## src/rtl/image_stats_ctrl_pkg.sv

```systemverilog
// image_stats_ctrl_pkg: shared FSM encoding and ROI field layout for the image statistics controller
//   st_e      : 3-bit controller state
//   ROI_*_LSB : bit offsets of the 8-bit fields in the packed {bottom,top,right,left} ROI word
package image_stats_ctrl_pkg;

    typedef enum logic [2:0] {
        ST_IDLE  = 3'd0,
        ST_CLEAR = 3'd1,
        ST_ACCUM = 3'd2,
        ST_DRAIN = 3'd3,
        ST_EVAL  = 3'd4
    } st_e;

    localparam int ROI_FIELD_W    = 8;
    localparam int ROI_LEFT_LSB   = 0;
    localparam int ROI_RIGHT_LSB  = 8;
    localparam int ROI_TOP_LSB    = 16;
    localparam int ROI_BOTTOM_LSB = 24;

endpackage

```

## src/rtl/image_stats_ctrl_ae_step.sv

```systemverilog
// ae_step: combinational auto-exposure step with dead band and clamping
//   ae_en_i                : enable; when low the exposure holds
//   sum_i                  : captured frame sum
//   target_i, hyst_i       : dead band centre and half-width
//   exp_i                  : current exposure
//   step_i                 : exposure increment/decrement
//   exp_min_i, exp_max_i   : clamp limits (inverted limits freeze the exposure)
//   exp_o                  : next exposure
module ae_step (
    input  logic        ae_en_i,
    input  logic [31:0] sum_i,
    input  logic [31:0] target_i,
    input  logic [31:0] hyst_i,
    input  logic [15:0] exp_i,
    input  logic [15:0] step_i,
    input  logic [15:0] exp_min_i,
    input  logic [15:0] exp_max_i,
    output logic [15:0] exp_o
);

    logic [32:0] lo_w, hi_w;
    logic [31:0] lo, hi;
    logic [16:0] up_w;
    logic [15:0] up, dn_w, dn;

    // Band edges are formed in 33 bits so both ends saturate instead of wrapping
    assign lo_w = {1'b0, target_i} - {1'b0, hyst_i};
    assign hi_w = {1'b0, target_i} + {1'b0, hyst_i};
    assign lo   = lo_w[32] ? '0 : lo_w[31:0];
    assign hi   = hi_w[32] ? '1 : hi_w[31:0];

    assign up_w = {1'b0, exp_i} + {1'b0, step_i};
    assign up   = (up_w > {1'b0, exp_max_i}) ? exp_max_i : up_w[15:0];
    assign dn_w = exp_i - step_i;
    // Underflow of the subtraction lands on the lower clamp
    assign dn   = (exp_i < step_i || dn_w < exp_min_i) ? exp_min_i : dn_w;

    always_comb begin
        exp_o = (!ae_en_i || exp_min_i > exp_max_i) ? exp_i :
                (sum_i < lo) ? up :
                (sum_i > hi) ? dn : exp_i;
    end

endmodule

```

## src/rtl/image_stats_ctrl.sv

```systemverilog
// image_stats_ctrl: per-frame sequencer for a statistics accumulator with auto-exposure update
//   c, rst_n        : clock, asynchronous active-low reset
//   fsync, dv       : frame-start pulse and row data-valid
//   roi_cfg         : requested ROI, shadowed to stats_roi at frame start
//   stats_sum       : accumulator output, captured after the drain delay
//   ae_en, target, hyst, step, exp_min, exp_max : auto-exposure controls
//   clr_err         : clears the sticky overrun flag
//   stats_rst       : accumulator clear (IDLE and CLEAR)
//   frame_sum, frame_sum_valid, exposure, frame_cnt, overrun, busy : results/status
module image_stats_ctrl
    import image_stats_ctrl_pkg::*;
#(
    parameter int          LINES    = 480,
    parameter int          DRAIN    = 4,
    parameter logic [15:0] EXP_INIT = 16'h0400
) (
    input  logic        c,
    input  logic        rst_n,
    input  logic        fsync,
    input  logic        dv,
    input  logic [31:0] roi_cfg,
    input  logic [31:0] stats_sum,
    input  logic        ae_en,
    input  logic [31:0] target,
    input  logic [31:0] hyst,
    input  logic [15:0] step,
    input  logic [15:0] exp_min,
    input  logic [15:0] exp_max,
    input  logic        clr_err,
    output logic        stats_rst,
    output logic [31:0] stats_roi,
    output logic [31:0] frame_sum,
    output logic        frame_sum_valid,
    output logic [15:0] exposure,
    output logic [15:0] frame_cnt,
    output logic        overrun,
    output logic        busy
);

    localparam logic [10:0] LINES_C = 11'(LINES);
    localparam logic [3:0]  DRAIN_C = 4'(DRAIN);

    st_e         state_q, state_d;
    logic        pend_q, pend_d;
    logic        dv_d1_q;
    logic [10:0] row_q, row_d, row_inc;
    logic [3:0]  drn_q, drn_d;
    logic [31:0] roi_q, roi_d;
    logic [31:0] sum_q, sum_d;
    logic        valid_q, valid_d;
    logic [15:0] exp_q, exp_d, exp_ae;
    logic [15:0] frame_cnt_q, frame_cnt_d;
    logic        ovr_q, ovr_d, ovr_set;
    logic        fall;

    ae_step u_ae_step (
        .ae_en_i   (ae_en),
        .sum_i     (stats_sum),
        .target_i  (target),
        .hyst_i    (hyst),
        .exp_i     (exp_q),
        .step_i    (step),
        .exp_min_i (exp_min),
        .exp_max_i (exp_max),
        .exp_o     (exp_ae)
    );

    assign fall    = dv_d1_q & ~dv;
    assign row_inc = row_q + 11'd1;

    always_ff @(posedge c or negedge rst_n) begin
        if (!rst_n) begin
            state_q     <= ST_IDLE;
            pend_q      <= 1'b0;
            dv_d1_q     <= 1'b0;
            row_q       <= '0;
            drn_q       <= '0;
            roi_q       <= '0;
            sum_q       <= '0;
            valid_q     <= 1'b0;
            exp_q       <= EXP_INIT;
            frame_cnt_q <= '0;
            ovr_q       <= 1'b0;
        end else begin
            state_q     <= state_d;
            pend_q      <= pend_d;
            dv_d1_q     <= dv;
            row_q       <= row_d;
            drn_q       <= drn_d;
            roi_q       <= roi_d;
            sum_q       <= sum_d;
            valid_q     <= valid_d;
            exp_q       <= exp_d;
            frame_cnt_q <= frame_cnt_d;
            ovr_q       <= ovr_d;
        end
    end

    always_comb begin
        state_d     = state_q;
        pend_d      = pend_q;
        row_d       = row_q;
        drn_d       = drn_q;
        roi_d       = roi_q;
        sum_d       = sum_q;
        valid_d     = 1'b0;
        exp_d       = exp_q;
        frame_cnt_d = frame_cnt_q;
        ovr_set     = 1'b0;
        case (state_q)
            ST_IDLE: begin
                if (fsync || pend_q) begin
                    roi_d   = roi_cfg;
                    pend_d  = 1'b0;
                    state_d = ST_CLEAR;
                end
            end
            ST_CLEAR: begin
                row_d   = '0;
                state_d = ST_ACCUM;
            end
            ST_ACCUM: begin
                // A new frame arriving mid-frame aborts the current one
                if (fsync) begin
                    ovr_set = 1'b1;
                    roi_d   = roi_cfg;
                    state_d = ST_CLEAR;
                end else if (fall) begin
                    row_d = row_inc;
                    if (row_inc == LINES_C) begin
                        drn_d   = DRAIN_C;
                        state_d = ST_DRAIN;
                    end
                end
            end
            ST_DRAIN: begin
                pend_d = pend_q | fsync;
                drn_d  = drn_q - 4'd1;
                if (drn_q == 4'd1) state_d = ST_EVAL;
            end
            ST_EVAL: begin
                pend_d      = pend_q | fsync;
                sum_d       = stats_sum;
                valid_d     = 1'b1;
                frame_cnt_d = frame_cnt_q + 16'd1;
                exp_d       = exp_ae;
                state_d     = ST_IDLE;
            end
            default: state_d = ST_IDLE;
        endcase
        ovr_d = ovr_set | (ovr_q & ~clr_err);
    end

    always_comb begin
        stats_rst = (state_q == ST_IDLE) || (state_q == ST_CLEAR);
        busy      = state_q != ST_IDLE;
    end

    assign stats_roi       = roi_q;
    assign frame_sum       = sum_q;
    assign frame_sum_valid = valid_q;
    assign exposure        = exp_q;
    assign frame_cnt       = frame_cnt_q;
    assign overrun         = ovr_q;

endmodule

```

## config.mk

```make
export PLATFORM = sky130hd
export DESIGN_NAME = image_stats_ctrl
export DESIGN_NICKNAME = d
export VERILOG_FILES = /design/src/rtl/image_stats_ctrl_pkg.sv /design/src/rtl/image_stats_ctrl_ae_step.sv /design/src/rtl/image_stats_ctrl.sv
export SDC_FILE = /design/constraint.sdc
export NUM_CORES = 1
export LEC_CHECK = 0
export ABC_CLOCK_PERIOD_IN_PS = 4800
export BUFFER_PORTS_ARGS = -buffer_cell sky130_fd_sc_hd__buf_2
export CAP_MARGIN = 0
export CORE_ASPECT_RATIO = 0.75
export CORE_MARGIN = 1.5
export CORE_UTILIZATION = 50
export DETAILED_ROUTE_END_ITERATION = 7
export PLACE_DENSITY = 0.82
export SLEW_MARGIN = 30
export SYNTH_ARGS = -nofsm -noshare
export SYNTH_HDL_FRONTEND = slang
export SYNTH_SLANG_ARGS = --single-unit
```

## constraint.sdc

```tcl
create_clock -name c -period 4.8 [get_ports c]
set_clock_uncertainty 0.15 [all_clocks]
set_input_delay 0.96 -clock c [delete_from_list [all_inputs] [get_ports c]]
set_output_delay 0.96 -clock c [all_outputs]
set_load 0.005 [all_outputs]
```

After elaboration in Yosys (flattened, before gate mapping) --
Index checks and enable logic that the tools add are counted.
Word-level totals: bits in registers 118, bits in latches 0, RAM bits 0, bits in read-only memories 0, output and inout bits 100, logic and storage cells 91, memories kept 0
Cells by class: add/subtract/negate cells 7, multipliers 0, div/mod/pow operators 0, $lt $le $gt $ge 6, eq/ne operators 14, shifts and indexed selects 0, mux-type cells 27, bitwise gates (word level) 7, reductions and logical operators 19
Operators by type and width (count):
- 32-bit 2-to-1 mux | 4
- 16-bit 2-to-1 mux | 4
- 32-bit one-hot mux with 2 select lines | 1
- 32-bit by 32-bit adder with 33-bit output | 1
- 32-bit by 32-bit subtractor with 33-bit output | 1
- 32-bit greater-than comparator | 1
- 16-bit less-than comparator | 2
- 32-bit less-than comparator | 1
- 11-bit 2-to-1 mux | 2
- 11-bit one-hot mux with 2 select lines | 1
- 16-bit by 16-bit adder with 17-bit output | 1
- 17-bit by 16-bit greater-than comparator with 1-bit output | 1
- 16-bit by 1-bit adder with 16-bit output, second input constant | 1
- 16-bit greater-than comparator | 1
- 16-bit subtractor | 1
- 3-bit 2-to-1 mux | 5
- 4-bit 2-to-1 mux | 3
- 2-bit inequality test, second input constant | 6
- 3-bit one-hot mux with 4 select lines | 1
- 11-bit by 1-bit adder with 11-bit output, second input constant | 1
- 11-bit by 9-bit equality test with 1-bit output, second input constant | 1
- 2-bit nonzero test | 5
- 3-bit AND reduction | 3
- 4-bit one-hot mux with 2 select lines | 1
- 18 further kinds | 31

Logic depth before layout (Yosys ltp) --
Gate-level depths: netlist of the first run.
word-level depth 6, gate-level depth with buffers 25, depth with buffers taken out 23

Modules after synthesis --
From an unflattened synthesis of the first run, not the netlist that was laid out.
Second synthesis, totals: cell total of the unflattened synthesis 1497, area total of the unflattened synthesis 12996.2 µm²
By module, submodules not included:
- ae_step | instances 1, cells each 1130, area an instance 8005.2 µm², sequential area each 0.0 µm²
- image_stats_ctrl | instances 1, cells each 367, area an instance 4991.0 µm², sequential area each 2954.1 µm²

Least setup slack after synthesis of the first run --
No wires, ideal clock.
path type input port to flip-flop, start point input hyst[6], end point register exp_q[15], in the netlist exposure[15], arrival 5352 ps, slack -828 ps, stages on the path 24, buffers on the path 4, cell sequence inv_1 > ha_1 > buf_6 > or2_4 > or3_1 > o221ai_1 > o21ba_2 > o21ai_2 > a41oi_2 > a2111oi_4 > nor2_1 > buf_4 > buf_4 > nor2_1 > ha_1 > nand3_1 > nor3_1 > nand3_1 > o2111ai_1 > a21oi_1 > a31o_2 > a211o_1 > buf_2 > a221o_1
On the way: word-level cells in the longest chain between the ends 5, elaborated cells between the ends (all ways) 9, those cells by class add/sub: 2; order compare: 2; mux: 3; reduce/logical: 2
RTL lines:
- start: declaration | line image_stats_ctrl.sv:25 | input logic [31:0] hyst,
- 32-bit by 32-bit adder with 33-bit output / 32-bit by 32-bit subtractor with 33-bit output (equally long branches) | line image_stats_ctrl_ae_step.sv:28, image_stats_ctrl_ae_step.sv:27
- 32-bit 2-to-1 mux, on equally long branches | line image_stats_ctrl_ae_step.sv:30, image_stats_ctrl_ae_step.sv:29
- 32-bit greater-than comparator / 32-bit less-than comparator (equally long branches) | line image_stats_ctrl_ae_step.sv:41, image_stats_ctrl_ae_step.sv:40
- 2-bit nonzero test (no line)
- 3-bit AND reduction (no line)
- end signal: assignment | line image_stats_ctrl.sv:93 | exp_q <= exp_d;
- end: declaration | line image_stats_ctrl.sv:51 | logic [15:0] exp_q, exp_d, exp_ae;
Several ways; a longest one is shown, not always the timed one. A chain may end at the register's enable or synchronous reset.

Worst setup path after layout of the first run --
start point input hyst[1], end point register exp_q[1], in the netlist exposure[1]
The elaborated chain is that of the path after synthesis.

==> flow_metrics.py, run 1 <==
metrics = {
    "worst_setup_path": {
        "startpoint_type": "input pin",
        "arrival_ns": 5.67,
        "worst-setup-path-type": "input pin to flip-flop",
        "cp-end-kind": "flip-flop",
        "critPathRequiredTime_ns": 4.95,
        "critPathMaxFanout": 5,
    },
    "drt": {
        "avgRoutedWirePerCell_um": 18.8,
        "drc": 0,
        "via_per_inst": 5.86,
        "vias": 14600,
        "drt-initial-drc-count": 1289,
        "wirelength_um": 46800,
        "antenna_left": 0,
        "first_pass_iters": 7,
    },
    "clocking": {
        "postCtsHoldBufs": 0,
        "htreeDepth": 4,
        "cts-root-buf": "clkbuf_16",
        "path_clk_slew_ns": 0.06,
        "clockBufferDepth": 2,
        "cts_tree": "yes",
        "clk_latency_ns": 0.43,
        "cts-buffers-inserted": 17,
        "cts.sinks": 118,
    },
    "place": {
        "port-buffer-count": 281,
        "hpwl_um": 35400,
        "dpl-instance-area_um2": 17100,
        "gp_congestion": 0.995,
    },
    "timing": {
        "setup_viol": 16,
        "hold_viol": 0,
        "worst_pin_slew_ns": 0.852,
        "fin_ws_ns": -0.722,
        "fmax_mhz": 181,
        "fin_crit_sh_pct": 115,
        "relSlewSlack_pct": 43.2,
        "period_needed_ns": 5.52,
        "slew_violations": 0,
        "rsz0062_at_grt": "true",
    },
    "logic_synthesis": {
        "synth.cell_area_um2": 13300,
        "synth_mux_area_share_pct": 9.18,
        "synthAdderAreaFrac_pct": 20.4,
        "synth_edf_count": 0,
        "ys_seq_elements": 118,
        "synth-simple-area-share_pct": 16.7,
        "yosys.area.top_type_share_pct": 22.0,
        "synth.most_common_cell": "ha_1",
        "synth-xor-area-share_pct": 4.75,
        "synth.distinct_cells": 95,
        "synth.avg_cell_area_um2": 8.49,
        "synthTopCellsByCount": "210 x ha_1, 132 x inv_1, 129 x nor2_1",
        "ys_warn_count": 0,
        "yosysTopAreaCell": "dfrtp_1",
        "synth_compound_area_share_pct": 20.5,
        "postSynth.asyncResetShare_pct": 100,
        "yosys_most_used_dff": "dfrtp_1",
        "syn-num-nets": 1961,
        "synthTopCellsByArea": "dfrtp_1 22%, ha_1 20%, mux2_2 6.7%",
        "synth_top_family_by_area": "compound AO/OA/AOI/OAI gates",
        "netlist_instances": 1565,
        "ys_seq_area_share_pct": 22.2,
    },
    "global_route": {
        "grt_pass1_wl_um": 70000,
        "antenna_found_initial": 2,
        "grt_max_degree": 66,
        "grt_pass1_vias": 13900,
        "grt_use_total_pct": 32.0,
        "overflow": 0,
    },
    "floorplan": {
        "die_y_um": 144,
        "die_x_um": 191,
        "top_level_ports": 282,
        "dieArea_um2": 27600,
        "start_util_pct": 51.0,
        "fp-row-count": 51,
        "coreArea_um2": 26000,
    },
    "finish": {
        "final_util_pct": 71.9,
        "fin_nets": 2523,
        "finalInstanceArea_um2": 18700,
        "area_growth_pct": 40.9,
        "drive_gt1_share_pct": 40.1,
    },
    "worst_hold_path": {
        "hold_path.class": "flip-flop to flip-flop",
    },
    "power": {
        "powerDensity_nw_per_um2": 317,
        "ir_drop_mv": 0.258,
        "p_leak_nw": 9.62,
    },
    "run_status": {
        "status": "finished, violations left",
        "violations": "setup timing",
    },
    "flow_run": {
        "maxCapViolCount": 0,
    },
}
[registers in the layout, summed over array words and instances (netlist names)]
signal / flops
overrun: 1
stats_roi: 32
exposure: 16
dv_d1_q: 1
row_q: 11
drn_q: 4
frame_cnt: 16
pend_q: 1
frame_sum: 32
frame_sum_valid: 1
state_q: 3
[worst max-delay path, cell delays in order]
cell and delay [ns]:
buf_2 0.13, inv_4 0.09, ha_4 0.20, nor2b_2 0.15, o21a_1 0.21, o21ai_2 0.24, a21o_1 0.18, buf_4 0.13
a211oi_4 0.08, o21ai_4 0.25, a211oi_2 0.13, buf_4 0.16, or3_1 0.32, ha_1 0.31, a21o_1 0.17, a21o_1 0.18
a211o_1 0.31, o211ai_1 0.15, o2111ai_2 0.19, o21bai_4 0.22, a211o_4 0.36, buf_6 0.14, buf_4 0.13, buf_6 0.12
nand2_1 0.08, o21ai_1 0.09
[layer usage]
metal  global-route usage (%)  part of all wire, %  vias up
met5                        0                    0        -
met4                     13.0                  4.1        0
met3                     5.46                  9.0      164
met2                     51.2                   45      827
met1                     42.8                   42     6833
li1                         -                    -     6742
[per-stage QoR]
| step | power [mW] | hold WS (ns) | setup TNS, ns | worst slack (ns) | instances |
|---|---|---|---|---|---|
| 2_1_floorplan | 3.18 | 0.302 | -7.86 | -0.635 | 1565 |
| 3_3_place_gp | 4.22 | 0.310 | -17.27 | -1.14 | 2419 |
| 3_5_place_dp | 4.35 | 0.310 | -18.95 | -1.33 | 2419 |
| 4_1_cts | 5.76 | 0.347 | -6.00 | -0.432 | 2469 |
| 5_1_grt | 6.27 | 0.365 | -11.64 | -0.832 | 2486 |
| 6_report | 5.94 | 0.343 | -9.78 | -0.722 | 2486 |
[power breakdown]
group	internal (mW)	switching, mW	leakage, nW
Sequential	1.27	0.209	1.54
Clock	0.730	0.531	0.270
Combinational	1.58	1.62	7.81
[area by class of cell]
type	instances	area, um2
clock inverter	13	124
tap	344	430
clock buffer	19	443
sequential	118	2950
multi-input combinational	1246	10200
timing repair buffer	605	4010
inverter	139	542
fill	1829	7310
antenna	2	5.00
[final timing paths]
check	end	from	slack, ns	depth (start not counted)
worst max-delay path	exposure[1]	hyst[1]	-0.72	26
worst min-delay path	exposure[10]	exposure[10]	0.34	2
worst max register to register	exposure[15]	exposure[0]	0	19
worst min register to register	exposure[10]	exposure[10]	0.34	2
max in group asynchronous	stats_roi[29]	rst_n	3.06	2
min in group asynchronous	stats_roi[9]	rst_n	0.49	1
[kinds of logic (layout without fill, tap and decap cells)]
kind of cell,count (synthesis),count (layout)
xor+xnor,72,72
fa+ha+maj,214,214
flops,118,118
buf+inv,201,776
mux,112,112
compound gates,395,395
other cells,0,2
simple gates,453,453
[cell usage in the layout (no fill, tap or decap), types with 7 or more instances in the layout]
cell	count
mux2_2	75
and3_1	21
a211o_1	8
ha_1	195
ha_4	14
buf_6	10
buf_2	274
nand3_1	20
a21o_1	38
nand2_1	99
a31oi_1	12
o21bai_1	12
xor2_1	22
xnor2_1	50
a21oi_2	11
nor2_1	124
nor2b_1	20
o21ai_0	63
nand4_1	31
o21ai_1	26
o31ai_1	7
or3_1	19
nor3_1	36
clkbuf_16	17
inv_2	8
o21a_1	17
a21oi_1	85
mux2i_1	32
o211ai_1	10
or2_2	7
dfrtp_1	117
buf_4	311
inv_1	126
o21ai_2	11
nand2b_1	17
[what timing repair did]
item / 4_1_cts / 5_1_grt
resized for setup: 111 / 48
gates cloned: 1 / 0
hold endpoints to repair: 0 / 0
setup endpoints to repair: 16 / 16
pin swaps: 57 / 39
setup buffers: 17 / 15
Power figures use the tool's default switching activity.
==> inputs of run 2 (changes only) <==
--- a/config.mk
+++ b/config.mk
@@ -12,8 +12,10 @@
 export CORE_MARGIN = 1.5
 export CORE_UTILIZATION = 50
 export DETAILED_ROUTE_END_ITERATION = 7
+export HOLD_SLACK_MARGIN = 0.06
 export PLACE_DENSITY = 0.82
 export SLEW_MARGIN = 30
 export SYNTH_ARGS = -nofsm -noshare
 export SYNTH_HDL_FRONTEND = slang
+export SYNTH_HIERARCHICAL = 1
 export SYNTH_SLANG_ARGS = --single-unit
==> flow_metrics.py, run 2 <==
metrics = {
    "finish": {
        "fillers": 1884,
        "final_common_cell": "buf_4",
        "layout_common_cells": "315 x buf_4, 278 x buf_2, 209 x ha_1, 137 x inv_1",
        "drive_gt1_share_pct": 38.8,
        "multi_input_area_um2": 9580,
        "fin_nets": 2463,
        "register_area_um2": 2950,
        "area_growth_pct": 39.3,
    },
    "worst_setup_path": {
        "critPathRequiredTime_ns": 4.97,
        "critPathMaxFanout": 8,
        "cp-end-kind": "flip-flop",
        "reg2reg_slack_ns": -0.51,
        "cp_num_buf_inv": 3,
        "arrival_ns": 6.24,
        "crit_slowest_cell": "or4_4",
        "cpPeakStageDelay_ns": 0.45,
        "crit_family": "compound AO/OA/AOI/OAI gates",
        "worst-setup-path-type": "input pin to flip-flop",
        "startpoint_type": "input pin",
    },
    "timing": {
        "fmax_mhz": 165,
        "fin_crit_sh_pct": 127,
        "holdWs_ns": 0.333,
        "worst_pin_slew_ns": 0.738,
        "setup_tns_ns": -19.19,
        "period_needed_ns": 6.08,
        "setup_viol": 16,
        "fin_ws_ns": -1.28,
        "hold_viol": 0,
        "slew_violations": 0,
        "rsz0062_at_grt": "true",
        "relSlewSlack_pct": 50.8,
    },
    "global_route": {
        "antenna_found_initial": 2,
        "grt_max_degree": 69,
        "grt_pass1_vias": 13700,
        "overflow": 0,
        "grt_use_total_pct": 33.1,
        "grt_pass1_wl_um": 70600,
    },
    "floorplan": {
        "die_x_um": 189,
        "dieArea_um2": 27000,
        "start_util_pct": 51.5,
        "die_y_um": 143,
        "fp-row-count": 50,
        "top_level_ports": 282,
        "coreArea_um2": 25200,
    },
    "run_status": {
        "status": "finished, violations left",
        "violations": "setup timing",
    },
    "drt": {
        "wirelength_um": 45700,
        "via_per_inst": 5.76,
        "drt-initial-drc-count": 1261,
        "first_pass_iters": 8,
        "drc": 0,
        "antenna_left": 0,
        "vias": 13900,
        "avgRoutedWirePerCell_um": 18.9,
    },
    "worst_hold_path": {
        "hold_path.class": "flip-flop to flip-flop",
    },
    "logic_synthesis": {
        "postSynth.asyncResetShare_pct": 100,
        "synth.avg_cell_area_um2": 8.68,
        "ys_seq_elements": 118,
        "synth.cell_area_um2": 13000,
        "synthTopCellsByCount": "210 x ha_1, 140 x inv_1, 124 x a21oi_1",
        "synthTopCellsByArea": "dfrtp_1 23%, ha_1 20%, mux2_2 7.5%",
        "synth.distinct_cells": 87,
        "netlist_instances": 1497,
        "yosys_most_used_dff": "dfrtp_1",
        "syn-num-nets": 1893,
        "synth_edf_count": 0,
        "ys_warn_count": 6,
        "synth.most_common_cell": "ha_1",
        "yosys.area.top_type_share_pct": 22.5,
        "ys_seq_area_share_pct": 22.7,
        "yosysTopAreaCell": "dfrtp_1",
    },
    "clocking": {
        "cts-buffers-inserted": 17,
        "cts_tree": "yes",
        "path_clk_slew_ns": 0.06,
        "postCtsHoldBufs": 0,
        "cts-root-buf": "clkbuf_16",
        "htreeDepth": 4,
        "clockBufferDepth": 2,
        "cts.sinks": 118,
        "clk_latency_ns": 0.43,
    },
    "power": {
        "switching_power_mw": 3.53,
        "p_leak_nw": 9.25,
        "powerDensity_nw_per_um2": 466,
        "ir_drop_mv": 0.357,
        "power.internal_mw": 4.91,
        "seqPwrFrac_pct": 20.6,
        "swShare_pct": 41.8,
        "pwr-share-comb_pct": 63.2,
        "clkPwrFrac_pct": 16.3,
    },
    "place": {
        "gp_congestion": 0.979,
        "hpwl_um": 36400,
        "port-buffer-count": 281,
    },
    "flow_run": {
        "maxCapViolCount": 0,
    },
}
-- run 2: per-layer routing --
metal  global-route usage (%)  wire, um  vias to the layer above
li1                         -         -                     6533
met1                     45.4     20100                     6635
met2                     51.1     20400                      681
met3                     8.23      4120                       87
met4                     10.2      1120                        0
met5                        0         0                        -
-- run 2: what timing repair did --
| action | CTS | global route |
|---|---|---|
| gates cloned | 2 | 1 |
| resized for setup | 20 | 59 |
| pin swaps | 5 | 20 |
| setup endpoints to repair | 16 | 16 |
| setup buffers | 2 | 6 |
-- run 2: cell type report --
cell class / instances / share of cell area [%]
clock inverters: 13 / 0.947
flip-flops and latches: 118 / 16.3
clock buffers: 19 / 2.45
multi-input cells: 1182 / 52.9
repair buffers: 608 / 22.1
well taps: 338 / 2.34
diodes: 2 / 0.0276
inverters: 140 / 2.92
-- run 2: through the flow --
stage | cells | worst slack, ns | power, mW | instance area [um2] | utilization [%]
finish | 2420 | -1.28 | 8.44 | 18100 | 71.8
floorplan | 1497 | -1.03 | 4.64 | 13100 | -
CTS | 2412 | -1.12 | 8.18 | 17800 | 70.5
detailed placement | 2376 | -1.76 | 6.71 | 17100 | 67.6
global placement | 2375 | -1.49 | 6.48 | 17000 | 67.6
global route | 2420 | -1.45 | 8.97 | 18100 | 71.8
-- run 2: kinds of logic after synthesis --
group	after synthesis	synth area share, %
compound gates	382	19.1
xor+xnor	96	6.47
fa+ha+maj	214	20.8
buf+inv	198	6.39
flops	118	22.7
mux	113	9.61
simple gates	376	14.9
-- run 2: final timing paths --
kind / start / end / cells past startpoint
worst max register to register: exposure[1] / exposure[6] / 22
worst max-delay path: target[0] / exposure[14] / 27
worst min-delay path: frame_cnt[15] / frame_cnt[15] / 1
max in group asynchronous: rst_n / frame_sum[18] / 2
min in group asynchronous: rst_n / stats_roi[20] / 1
worst min register to register: frame_cnt[15] / frame_cnt[15] / 1
-- run 2: worst reg2reg max path: stages (launching register included) --
cell	delay (ns)
dfrtp_1	0.43
ha_1	0.33
nor2b_1	0.06
o21ai_0	0.20
buf_4	0.17
a31oi_1	0.14
o311a_1	0.37
o41ai_1	0.40
buf_4	0.18
nand2b_1	0.09
a21oi_1	0.20
xnor2_1	0.19
ha_1	0.30
nand2_1	0.11
a311oi_1	0.06
or4_1	0.51
a21oi_1	0.22
o21ai_1	0.14
buf_12	0.18
mux2_2	0.29
o22ai_2	0.16
a21oi_2	0.06
mux2_2	0.26
-- run 2: power groups by stage --
| stage | registers [mW] | logic [mW] | clock network [mW] |
|---|---|---|---|
| finish | 1.74 | 5.33 | 1.37 |
| detailed placement | 1.73 | 4.97 | 0 |
| floorplan | 1.69 | 2.95 | 0 |
| global route | 1.79 | 5.75 | 1.43 |
| global placement | 1.70 | 4.78 | 0 |
| CTS | 1.73 | 5.07 | 1.38 |
==> inputs of run 3 (changes only) <==
--- a/config.mk
+++ b/config.mk
@@ -10,10 +10,11 @@
 export CAP_MARGIN = 0
 export CORE_ASPECT_RATIO = 0.75
 export CORE_MARGIN = 1.5
-export CORE_UTILIZATION = 50
+export CORE_UTILIZATION = 25
 export DETAILED_ROUTE_END_ITERATION = 7
 export HOLD_SLACK_MARGIN = 0.06
-export PLACE_DENSITY = 0.82
+export MAX_ROUTING_LAYER = met4
+export PLACE_DENSITY = 0.51
 export SLEW_MARGIN = 30
 export SYNTH_ARGS = -nofsm -noshare
 export SYNTH_HDL_FRONTEND = slang
==> flow_metrics.py, run 3 (synthesis gave the netlist of run 2 again) <==
metrics = {
    "timing": {
        "setup_tns_ns": -16.88,
        "fin_ws_ns": -1.10,
        "slew_violations": 0,
        "worst_pin_slew_ns": 0.957,
        "period_needed_ns": 5.90,
        "rsz0062_at_grt": "true",
        "fmax_mhz": 169,
        "relSlewSlack_pct": 35.6,
        "hold_viol": 0,
        "holdWs_ns": 0.316,
        "setup_viol": 16,
        "fin_crit_sh_pct": 123,
    },
    "worst_setup_path": {
        "r2r-start": "exposure[0]",
        "critPathMaxFanout": 8,
        "startpoint_type": "input pin",
        "critPathRequiredTime_ns": 5.01,
        "arrival_ns": 6.11,
        "cpPeakStageDelay_ns": 0.45,
        "reg2reg_slack_ns": -0.55,
        "cp.depth": 27,
        "r2r-end": "exposure[7]",
        "critical_path.endpoint": "exposure[7]",
        "r2r_cells": 24,
        "cp_num_buf_inv": 5,
        "startpoint": "target[0]",
        "cp-end-kind": "flip-flop",
        "worst-setup-path-type": "input pin to flip-flop",
        "crit_slowest_cell": "or4_4",
        "crit_family": "compound AO/OA/AOI/OAI gates",
    },
    "drt": {
        "drc": 0,
        "first_pass_iters": 6,
        "met3_length_um": 3110,
        "drt-initial-drc-count": 908,
        "drt-met1-wl_um": 23600,
        "vias": 13300,
        "wirelength_um": 46900,
        "antenna_left": 0,
        "wl_met2_um": 19600,
        "via_per_inst": 4.74,
        "avgRoutedWirePerCell_um": 16.7,
        "top_layer": "met4",
    },
    "finish": {
        "fillers": 5322,
        "area_growth_pct": 45.2,
        "final_cells": 2803,
        "fin_nets": 2478,
        "finalInstanceArea_um2": 18900,
        "layout_common_cells": "326 x buf_4, 278 x buf_2, 204 x ha_1, 137 x inv_1, 117 x dfrtp_1",
        "final_util_pct": 36.7,
        "final_common_cell": "buf_4",
        "drive_gt1_share_pct": 40.2,
    },
    "clocking": {
        "htreeDepth": 4,
        "path_clk_slew_ns": 0.06,
        "clockBufferDepth": 2,
        "cts-buffers-inserted": 17,
        "postCtsHoldBufs": 0,
        "clk_latency_ns": 0.47,
        "cts.sinks": 118,
        "cts_tree": "yes",
        "cts-root-buf": "clkbuf_16",
    },
    "floorplan": {
        "start_util_pct": 25.3,
        "die_x_um": 266,
        "top_level_ports": 282,
        "die_y_um": 200,
        "fp-row-count": 72,
        "dieArea_um2": 53400,
        "coreArea_um2": 51400,
    },
    "run_status": {
        "status": "finished, violations left",
        "violations": "setup timing",
    },
    "place": {
        "gp_congestion": 0.946,
        "pre_cts_slack_ns": -1.81,
        "dpl-instance-area_um2": 17600,
        "place_inst": 2748,
        "hpwl_um": 38200,
        "port-buffer-count": 281,
    },
    "global_route": {
        "grt_pass1_wl_um": 72900,
        "grt_max_degree": 67,
        "antenna_found_initial": 4,
        "grt_use_total_pct": 18.0,
        "overflow": 0,
        "grt_pass1_vias": 13200,
    },
    "power": {
        "total_power_mw": 8.46,
        "p_leak_nw": 9.32,
        "powerDensity_nw_per_um2": 448,
        "ir_drop_mv": 0.254,
    },
    "flow_run": {
        "maxCapViolCount": 0,
    },
    "worst_hold_path": {
        "hold_path.class": "flip-flop to flip-flop",
    },
}
run 3: cell count changes in the layout (fill, tap and decap cells not counted), sizes merged:
cell	change
buf	+15
clkinv	-3
diode	+3
clkinvlp	+2
inv	+2
bufinv	-1
run 3: per-layer routing:
| layer | track usage (%) | vias up |
|---|---|---|
| li1 | - | 6561 |
| met1 | 25.7 | 6311 |
| met2 | 25.2 | 393 |
| met3 | 4.21 | 35 |
| met4 | 4.48 | 0 |
| met5 | - | - |
run 3: worst min path at each step:
stage,start,endpoint,slack [ns],cells past startpoint
final,frame_cnt[15],frame_cnt[15],0.32,1
after global routing,frame_cnt[15],frame_cnt[15],0.35,1
after CTS,frame_cnt[15],frame_cnt[15],0.33,1
after detailed placement,frame_cnt[15],frame_cnt[15],0.32,1
after global placement,frame_cnt[15],frame_cnt[15],0.30,1
after floorplan,row_q[8],row_q[8],0.31,1
run 3: worst register-to-register path: stages (launching register included):
cell	delay (ns)
dfrtp_1	0.38
ha_1	0.22
buf_4	0.14
fa_1	0.38
nor2b_1	0.16
o21ai_0	0.32
buf_4	0.19
a311oi_1	0.08
buf_4	0.15
nor2_1	0.08
o21ba_2	0.15
xor2_1	0.28
ha_1	0.31
a21oi_1	0.16
nor2b_1	0.07
o21ai_0	0.26
a21oi_1	0.11
or4_1	0.40
a21oi_1	0.18
o21ai_1	0.13
buf_12	0.18
mux2_2	0.28
o22ai_1	0.14
a21oi_1	0.06
mux2_2	0.26
run 3: layout make-up:
cell class / count / area, um2 / share of cell area [%]
Multi-Input combinational cell: 1182 / 9730 / 51.6
Timing Repair Buffer: 623 / 4170 / 22.1
Antenna cell: 5 / 12.5 / 0.0663
Clock buffer: 19 / 443 / 2.35
Sequential cell: 118 / 2950 / 15.7
Clock inverter: 13 / 144 / 0.763
Inverter: 140 / 528 / 2.80
Tap cell: 703 / 880 / 4.66
run 3: timing repair:
action                     in CTS  in global routing
resized for setup              53                 58
cloned                          3                  1
setup buffers                   6                  8
setup endpoints to repair      16                 16
pin swaps                      12                 17
run 3: power breakdown:
part           internal [mW]  switching (mW)  total, mW
registers               1.40           0.321       1.72
logic                   2.80            2.60       5.39
clock network          0.781           0.564       1.35
